==> src/rtl/aes_pkg.sv <==
// Shared AES types and GF(2^8) constants for the inverse column mixer.
// Also holds the control FSM encoding and the xtime primitive.
package aes_pkg;

    typedef logic [15:0][7:0] state_t;
    typedef logic [3:0][7:0]  col_t;

    localparam logic [7:0] INV_COEF_E = 8'h0e;
    localparam logic [7:0] INV_COEF_B = 8'h0b;
    localparam logic [7:0] INV_COEF_D = 8'h0d;
    localparam logic [7:0] INV_COEF_9 = 8'h09;
    localparam logic [7:0] GF_POLY    = 8'h1b;

    typedef enum logic [1:0] {
        ST_IDLE = 2'd0,
        ST_BUSY = 2'd1,
        ST_DONE = 2'd2
    } fsm_state_t;

    // Multiply by x modulo x^8 + x^4 + x^3 + x + 1.
    function automatic logic [7:0] xtime(input logic [7:0] a);
        return {a[6:0], 1'b0} ^ (a[7] ? GF_POLY : 8'h00);
    endfunction

endpackage

==> src/rtl/inv_mix_one_column.sv <==
// Combinational InvMixColumns for a single column; i_col[3] is a0 (row 0).
// Every coefficient is a sum of x, x2, x4, x8 terms, so no tables are needed.
module inv_mix_one_column
    import aes_pkg::*;
(
    input  col_t i_col,
    output col_t o_col
);

    logic [7:0] w_a  [4];
    logic [7:0] w_x2 [4];
    logic [7:0] w_x4 [4];
    logic [7:0] w_x8 [4];

    // Coefficient seen by input byte j in output row r, indexed by (j - r) mod 4.
    function automatic logic [7:0] coef_at(input logic [1:0] k);
        case (k)
            2'd0:    return INV_COEF_E;
            2'd1:    return INV_COEF_B;
            2'd2:    return INV_COEF_D;
            default: return INV_COEF_9;
        endcase
    endfunction

    function automatic logic [7:0] scale(input logic [7:0] a, input logic [7:0] x2,
                                         input logic [7:0] x4, input logic [7:0] x8,
                                         input logic [7:0] k);
        return ({8{k[0]}} & a) ^ ({8{k[1]}} & x2) ^ ({8{k[2]}} & x4) ^ ({8{k[3]}} & x8);
    endfunction

    always_comb begin
        for (int j = 0; j < 4; j++) begin
            w_a[j]  = i_col[3-j];
            w_x2[j] = xtime(w_a[j]);
            w_x4[j] = xtime(w_x2[j]);
            w_x8[j] = xtime(w_x4[j]);
        end
    end

    always_comb begin
        o_col = '0;
        for (int r = 0; r < 4; r++) begin
            for (int j = 0; j < 4; j++) begin
                o_col[3-r] = o_col[3-r] ^ scale(w_a[j], w_x2[j], w_x4[j], w_x8[j], coef_at(2'(j - r)));
            end
        end
    end

endmodule

==> src/rtl/inv_mix_columns_seq.sv <==
// Iterative InvMixColumns: one column per clock through a shared column unit.
// Handshakes: a transfer happens on a port in any cycle where valid and ready are both 1.
module inv_mix_columns_seq
    import aes_pkg::*;
#(
    parameter int NCOL = 4
) (
    input  logic             clk,
    input  logic             reset,
    input  logic             in_valid,
    output logic             in_ready,
    input  logic [15:0][7:0] in_data,
    output logic             out_valid,
    input  logic             out_ready,
    output logic [15:0][7:0] out_data,
    output logic [1:0]       dbg_state
);

    localparam int            CW       = $clog2(NCOL);
    localparam logic [CW-1:0] LAST_COL = CW'(NCOL - 1);

    fsm_state_t    r_state;
    fsm_state_t    w_next;
    logic [CW-1:0] r_col;
    state_t        r_work;
    state_t        r_result;
    col_t          w_col_in;
    col_t          w_col_out;
    logic          w_accept;

    assign w_accept  = in_valid & in_ready;
    assign out_data  = r_result;
    assign dbg_state = r_state;

    always_ff @(posedge clk) begin
        if (reset) r_state <= ST_IDLE;
        else       r_state <= w_next;
    end

    always_comb begin
        w_next = r_state;
        case (r_state)
            ST_IDLE: if (w_accept) w_next = ST_BUSY;
            ST_BUSY: if (r_col == LAST_COL) w_next = ST_DONE;
            ST_DONE: if (out_ready) w_next = w_accept ? ST_BUSY : ST_IDLE;
            default: w_next = ST_IDLE;
        endcase
    end

    // in_ready in DONE follows out_ready so a new state can enter as the result leaves.
    always_comb begin
        in_ready  = 1'b0;
        out_valid = 1'b0;
        case (r_state)
            ST_IDLE: in_ready = 1'b1;
            ST_DONE: begin
                out_valid = 1'b1;
                in_ready  = out_ready;
            end
            default: ;
        endcase
        if (reset) begin
            in_ready  = 1'b0;
            out_valid = 1'b0;
        end
    end

    always_comb begin
        w_col_in = '0;
        for (int i = 0; i < 4; i++) begin
            w_col_in[3-i] = r_work[4'(15 - 4*i) - 4'(r_col)];
        end
    end

    inv_mix_one_column u_col (
        .i_col (w_col_in),
        .o_col (w_col_out)
    );

    always_ff @(posedge clk) begin
        if (reset) begin
            r_work   <= '0;
            r_result <= '0;
            r_col    <= '0;
        end else if (w_accept) begin
            r_work <= in_data;
            r_col  <= '0;
        end else if (r_state == ST_BUSY) begin
            for (int i = 0; i < 4; i++) begin
                r_result[4'(15 - 4*i) - 4'(r_col)] <= w_col_out[3-i];
            end
            if (r_col != LAST_COL) r_col <= r_col + 1'b1;
        end
    end

endmodule
==> config.mk <==
export PLATFORM = sky130hd
export DESIGN_NAME = inv_mix_columns_seq
export DESIGN_NICKNAME = d
export VERILOG_FILES = /design/src/rtl/aes_pkg.sv /design/src/rtl/inv_mix_one_column.sv /design/src/rtl/inv_mix_columns_seq.sv
export SDC_FILE = /design/constraint.sdc
export NUM_CORES = 1
export LEC_CHECK = 0
export ABC_AREA = 0
export CAP_MARGIN = 30
export CORE_UTILIZATION = 40
export DETAILED_ROUTE_END_ITERATION = 8
export PLACE_DENSITY = 0.68
export SETUP_SLACK_MARGIN = 0.2
export SYNTH_ARGS = -nofsm -noshare
export SYNTH_HDL_FRONTEND = slang
export SYNTH_SLANG_ARGS = --single-unit
==> constraint.sdc <==
create_clock -name clk -period 2.9 [get_ports clk]
set_input_delay 0.58 -clock clk [delete_from_list [all_inputs] [get_ports clk]]
set_output_delay 0.58 -clock clk [all_outputs]
set_load 0.03 [all_outputs]
==> metrics, run 1 <==
status=finished with violations; failing checks=setup timing; Synth Cell Area=12170 µm²; CTS Hold Bufs=0; Area after DPL=16020 µm²; Seq/Total Area, Yosys=42.76%; max_cap viols=0; per-cell routed wire length=17.97 µm; CTS root buffer=clkbuf_16; Slew Limit Fails=0; Final HPWL DP=26.44 mm; gr ovfl total=0; routability cong.=0.9503; remaining antenna violation count after routing=0; Yosys cell types=30; commonest cells after routing, fill and taps aside=nand2_1 (494), clkdlybuf4s50_1 (260), dfxtp_1 (258), a21oi_1 (234), buf_4 (120); Sink Count=260; Reg-to-Reg End=out_data[108]; vias in the first global route=10.37k; CTS tree=yes; Core Area=29800 µm²; HP Start=reset; die width=176.5 µm; 1st-iter DRT viols=811; initial antenna violation count=0; GRT Overall Usage=23.55%; initial core utilization=40.85%; first-pass GRT wire length=57.41 mm; worst reg2reg path depth=10; worst skew pair latency=0.54 ns; CP Class=reg -> reg; layout cell share with drive strength beyond 1=24.41%; vias post-DR=10.91k; Post-Syn Instances=1395; CP Launch Point=r_col[0]; Area Growth Syn to Fin=55.59%; clock-pin slew on the worst setup and hold paths=0.06 ns; worst slew pin tran=0.8662 ns; post-route cell area=18940 µm²; Pre-antenna DRT Iters=5; Setup TNS Final=-1.456 ns; synthesized area per cell=8.726 µm²; chip height=176.5 µm; worst r2r src=r_col[0]; Req. time, crit path=3.28 ns; Max Fanout on Critical Path=7; reg-to-reg slack, setup=-0.07 ns; crit share post-route=102.5%; Max clock buf depth=3; Hold Path Depth=2; final setup vio count=41; syn nets=1531; total CTS buffers=28; #FFs+latches synth=260; Worst Slack Setup Final=-0.07157 ns; Fmax achieved=336.5 MHz; P_leak=6.968 nW; routed vias/inst=5.039; worst vdd ir=0.5082 mV; Critical Path Start Type=register; # DRC=0; largest net degree at the start of global routing=83; Setup crit end kind=register; final wirelength=38.89 mm; Slew Limit Headroom=42.25%; Cell Count, Final, Fillers Out=2164; Clock Skew=0.01324 ns; RSZ-0062 raised after global routing=true; min-delay worst type=in -> reg; most common cell after layout, fill and taps aside=nand2_1; min Tclk post-route=2.972 ns; die area=31130 µm²; Critical Path AT=3.36 ns; Hold EP=out_data[121]; yosys warns=0; dpl cells=2051; antenna diode count=0; # port buffers=263; Rows=63; PD cells=668.6 nW/µm²; fin nets=1888; fin util=63.56%; Final Hold Fails=0; I/O pins=264; H-tree levels=1
-- cells in the mapped netlist (all sizes together) --
cell type / count / area share, %
xor2: 40 / 3.3
a21oi: 253 / 10
nor2: 7 / 0.22
xnor2: 132 / 11
xor3: 3 / 0.60
mux2i: 1 / 0.082
nor2b: 2 / 0.10
nor3b: 5 / 0.31
a211oi: 1 / 0.062
clkbuf: 77 / 2.4
a21o: 4 / 0.25
and2: 5 / 0.26
dfxtp: 260 / 43
mux4: 32 / 5.9
nand2: 510 / 16
nor3: 2 / 0.082
buf: 28 / 1.4
xnor3: 26 / 4.8
inv: 3 / 0.093
ha: 4 / 0.41
-- report_power, final --
part / internal [W] / total, W / switching [W]
clock: 0.00247 / 0.00395 / 0.00149
sequential: 0.00375 / 0.00385 / 0.000101
combinational: 0.00245 / 0.00486 / 0.00241
-- per-layer routing --
metal	track usage [%]	share of wire, %	vias to the layer above	wire length (µm)
met1	32.10	43	5198	16710
met4	5.783	3.0	0	1183
met2	39.37	48	403	18710
li1	-	-	5226	-
met3	3.187	5.9	78	2290
met5	0	0	-	0
-- worst max-delay path by stage --
stage                     depth (start not counted)             to  slack [ns]
after floorplan                                  10  out_data[100]         0.1
after global placement                           11   out_data[89]       -0.08
after detailed placement                         11   out_data[73]       -0.10
after CTS                                         9  out_data[100]       0.009
after global routing                             12    out_data[9]       -0.17
final                                            10  out_data[108]       -0.07
-- through the flow --
step           total power [W]  hold WS, ns  worst slack [ns]
6_report               0.01266       0.2812          -0.07157
4_1_cts                0.01206       0.2658          0.009420
2_1_floorplan         0.006224       0.4331           0.09575
3_5_place_dp          0.007683       0.4435           -0.1015
5_1_grt                0.01310       0.2775           -0.1708
3_3_place_gp          0.007672       0.4388          -0.08331
-- what timing repair did --
| item | CTS | global route |
|---|---|---|
| resized for setup | 79 | 132 |
| gates cloned | 0 | 1 |
| setup endpoints to repair | 124 | 128 |
| pin swaps | 20 | 57 |
| buffers inserted | 31 | 29 |
-- worst max-delay path: stages, from the launching register on --
cell     delay [ns]
dfxtp_4        0.38
buf_12         0.14
buf_12         0.13
buf_6          0.11
mux4_2         0.62
xnor2_4        0.31
xor2_4         0.32
xnor2_4        0.19
xnor3_2        0.44
nand2_1        0.09
a21oi_1        0.06
-- kinds of logic (layout without fill, tap and decap cells) --
group / count (synthesis) / after routing / share of synthesized area, %
compound gates: 258 / 258 / 10.71
xor+xnor: 201 / 201 / 19.54
mux: 33 / 33 / 6.003
fa+ha+maj: 4 / 4 / 0.4112
simple gates: 531 / 531 / 16.69
flops: 260 / 260 / 42.76
buf+inv: 108 / 487 / 3.885
-- cell type report --
class	instances	area, µm²
Fill cell	2346	10860
Multi-Input combinational cell	1027	7934
Sequential cell	260	5213
Timing Repair Buffer	432	4258
Clock buffer	37	795.8
Tap cell	390	488.0
Clock inverter	15	240.2
Inverter	3	11.26
-- state kept, by name, indices dropped and copies added (netlist names) --
name,count
r_col,2
r_work,128
dbg_state,2
out_data,128
No activity file was read; power rests on OpenSTA's default activity.
==> run 2, diff against run 1 <==
--- a/config.mk
+++ b/config.mk
@@ -11,6 +11,7 @@
 export DETAILED_ROUTE_END_ITERATION = 8
 export PLACE_DENSITY = 0.68
 export SETUP_SLACK_MARGIN = 0.2
+export SLEW_MARGIN = 10
 export SYNTH_ARGS = -nofsm -noshare
 export SYNTH_HDL_FRONTEND = slang
 export SYNTH_SLANG_ARGS = --single-unit
==> results of run 2 <==
No change in the layout: final DEF, timing and power equal those of run 1.
==> run 3, diff against run 2 <==
--- a/config.mk
+++ b/config.mk
@@ -7,6 +7,7 @@
 export LEC_CHECK = 0
 export ABC_AREA = 0
 export CAP_MARGIN = 30
+export CORE_MARGIN = 2
 export CORE_UTILIZATION = 40
 export DETAILED_ROUTE_END_ITERATION = 8
 export PLACE_DENSITY = 0.68
==> run 3 against run 2 <==
  * The run still ends with setup timing left
  * Total power fell by 3.0%
  * Sequential power about the same
  * Cell count is 0.46% lower
  * Non-clock buffer count shrank 8
  * Critical path type unchanged
  * Critical endpoint is now out_data[19]
  * Highest routed layer unchanged
==> metrics, run 3 (same netlist as run 1, synthesis figures left out) <==
status=finished with violations (unchanged); failing checks=setup timing (unchanged); worst slew pin tran=1.125 ns (was 0.8662 ns); reg-to-reg slack, setup=-0.13 ns (was -0.07 ns); initial core utilization=40.85% (unchanged); Clock Skew=0.01219 ns (was 0.01324 ns); # DRC=0 (unchanged); RSZ-0062 raised after global routing=true (unchanged); chip height=178.5 µm (was 176.5 µm); routed vias/inst=5.045 (was 5.039); sw frac=32.04% (was 31.57%); layout cell share with drive strength beyond 1=22.34% (was 24.41%); slowest CP cell=mux4_2 (unchanged); Rows=63 (unchanged); clock share of power=30.5% (was 31.2%); Internal=0.008347 W (was 0.008666 W); Slew Limit Headroom=24.98% (was 42.25%); Critical Path AT=3.41 ns (was 3.36 ns); Sink Count=260 (unchanged); Cell Count, Final, Fillers Out=2154 (was 2164); PD cells=663.4 nW/µm² (was 668.6 nW/µm²); commonest cells after routing, fill and taps aside=nand2_1 (500), clkdlybuf4s50_1 (260), dfxtp_1 (258), a21oi_1 (249), buf_4 (109) (was nand2_1 (494), clkdlybuf4s50_1 (260), dfxtp_1 (258), a21oi_1 (234), buf_4 (120)); Worst Slack Setup Final=-0.1315 ns (was -0.07157 ns); vias post-DR=10.87k (was 10.91k); worst reg2reg path depth=10 (unchanged); min Tclk post-route=3.032 ns (was 2.972 ns); first-pass GRT wire length=56.67 mm (was 57.41 mm); Hold Path Depth=2 (unchanged); worst r2r src=r_col[0] (unchanged); vias in the first global route=10.48k (was 10.37k); antenna diode count=0 (unchanged); final setup vio count=49 (was 41); CP top delay family=XOR/XNOR gates (unchanged); initial antenna violation count=0 (unchanged); Reg-to-Reg End=out_data[19] (was out_data[108]); Crit path buffers/inverters=3 (unchanged); Setup crit end kind=register (unchanged); 1st-iter DRT viols=836 (was 811); Hold EP=r_work[15] (was out_data[121]); HP Start=r_work[15] (was reset); CP cell instances=buf_12 > buf_12 > buf_6 > mux4_2 > xor2_4 > xnor3_2 > xnor3_2 > xnor3_2 > nand2_1 > a21oi_1 (was buf_12 > buf_12 > buf_6 > mux4_2 > xnor2_4 > xor2_4 > xnor2_4 > xnor3_2 > nand2_1 > a21oi_1); # port buffers=263 (unchanged); per-cell routed wire length=18.20 µm (was 17.97 µm); Comb pwr share=38.1% (was 38.4%); routability cong.=0.9568 (was 0.9503); die width=178.5 µm (was 176.5 µm); part of the power in registers=31.4% (was 30.4%); worst vdd ir=0.5159 mV (was 0.5082 mV); CTS tree=yes (unchanged); CP Class=reg -> reg (unchanged); most used cell along the critical path=xnor3_2; min-delay worst type=reg -> reg (was in -> reg); GRT Overall Usage=22.72% (was 23.55%); dpl cells=2044 (was 2051); Hold Slack=0.4514 ns (was 0.2812 ns); final wirelength=39.21 mm (was 38.89 mm); crit share post-route=104.5% (was 102.5%); Pre-antenna DRT Iters=5 (unchanged); CTS root buffer=clkbuf_16 (unchanged); Max clock buf depth=3 (unchanged); fin nets=1880 (was 1888); I/O pins=264 (unchanged); gr ovfl total=0 (unchanged); Max Fanout on Critical Path=7 (unchanged); P_leak=6.874 nW (was 6.968 nW); Core Area=29800 µm² (unchanged); total CTS buffers=28 (unchanged); most common cell after layout, fill and taps aside=nand2_1 (unchanged); sw power=0.003935 W (was 0.003997 W); largest net degree at the start of global routing=265 (was 83); remaining antenna violation count after routing=0 (unchanged); clock-pin slew on the worst setup and hold paths=0.06 ns (about the same); Final Hold Fails=0 (unchanged); Slew Limit Fails=0 (unchanged); Area Growth Syn to Fin=52.08% (was 55.59%); H-tree levels=1 (unchanged); Fmax achieved=329.9 MHz (was 336.5 MHz); max_cap viols=0 (unchanged); Req. time, crit path=3.28 ns (about the same); Final HPWL DP=26.01 mm (was 26.44 mm); CP max stage delay=0.57 ns (was 0.62 ns); worst skew pair latency=0.55 ns (was 0.54 ns); die area=31840 µm² (was 31130 µm²); CTS Hold Bufs=0 (unchanged); Critical Path Start Type=register (unchanged)
run 3: changes by cell type in the layout (fill, tap and decap cells not counted), sizes merged:
cell / before / now
bufinv: 6 / 4
buf: 170 / 163
clkbuf: 39 / 35
inv: 4 / 5
clkinvlp: 2 / 3
clkinv: 6 / 7
run 3: power groups by stage:
| stage | sequential, W | combinational [W] | clock, W |
|---|---|---|---|
| floorplan | 0.00406 | 0.00216 | 0 |
| global placement | 0.00392 | 0.00373 | 0 |
| detailed placement | 0.00393 | 0.00373 | 0 |
| CTS | 0.00385 | 0.00424 | 0.00378 |
| global route | 0.00387 | 0.00489 | 0.00393 |
| finish | 0.00385 | 0.00468 | 0.00374 |
run 3: routing by layer:
layer / global-route usage, % / up-vias / part of all wire [%]
met5: 0 / - / 0
met2: 38.18 / 421 / 49
met3: 2.813 / 78 / 6.3
li1: - / 5225 / -
met4: 6.944 / 0 / 3.2
met1: 30.57 / 5144 / 42
run 3: timing repair:
| item | CTS | global route |
|---|---|---|
| gates cloned | 1 | 0 |
| pin swaps | 53 | 41 |
| gates resized for setup | 97 | 76 |
| endpoints found under the setup margin | 125 | 128 |
| hold endpoints to repair | 0 | 0 |
| buffers inserted | 35 | 24 |
run 3: tightest hold or removal path: cells and delay by family, from the launching register on:
family	cells	cell delay, ns
compound gates	1	0.05
flops	1	0.31
simple gates	1	0.05
run 3: stage by stage:
stage	utilization, %	power, W	TNS [ns]	worst slack [ns]	instance area, µm²
2_1_floorplan	-	0.006224	0	0.09575	12420
3_3_place_gp	53.49	0.007654	-1.162	-0.06540	15940
3_5_place_dp	53.49	0.007661	-2.893	-0.1050	15940
4_1_cts	59.79	0.01187	-0.6044	-0.05372	17820
5_1_grt	62.13	0.01269	-8.680	-0.2084	18510
6_report	62.13	0.01228	-2.728	-0.1315	18510
run 3: area by class of cell:
cell class / instances / area (µm²)
Clock buffer: 34 / 774.5
Clock inverter: 16 / 198.9
Fill cell: 2367 / 11280
Inverter: 3 / 11.26
Multi-Input combinational cell: 1027 / 7632
Sequential cell: 260 / 5210
Tap cell: 390 / 488.0
Timing Repair Buffer: 424 / 4198
run 3: how the worst max path moves through the flow:
stage                     slack [ns]  depth (start not counted)     start       endpoint
after floorplan                  0.1                         10  r_col[0]  out_data[100]
after global placement         -0.07                          9  r_col[0]  out_data[125]
after detailed placement       -0.11                          9  r_col[0]  out_data[125]
after CTS                      -0.05                         10  r_col[0]   out_data[65]
after global routing           -0.21                          9  r_col[0]  out_data[108]
final                          -0.13                         10  r_col[0]   out_data[19]
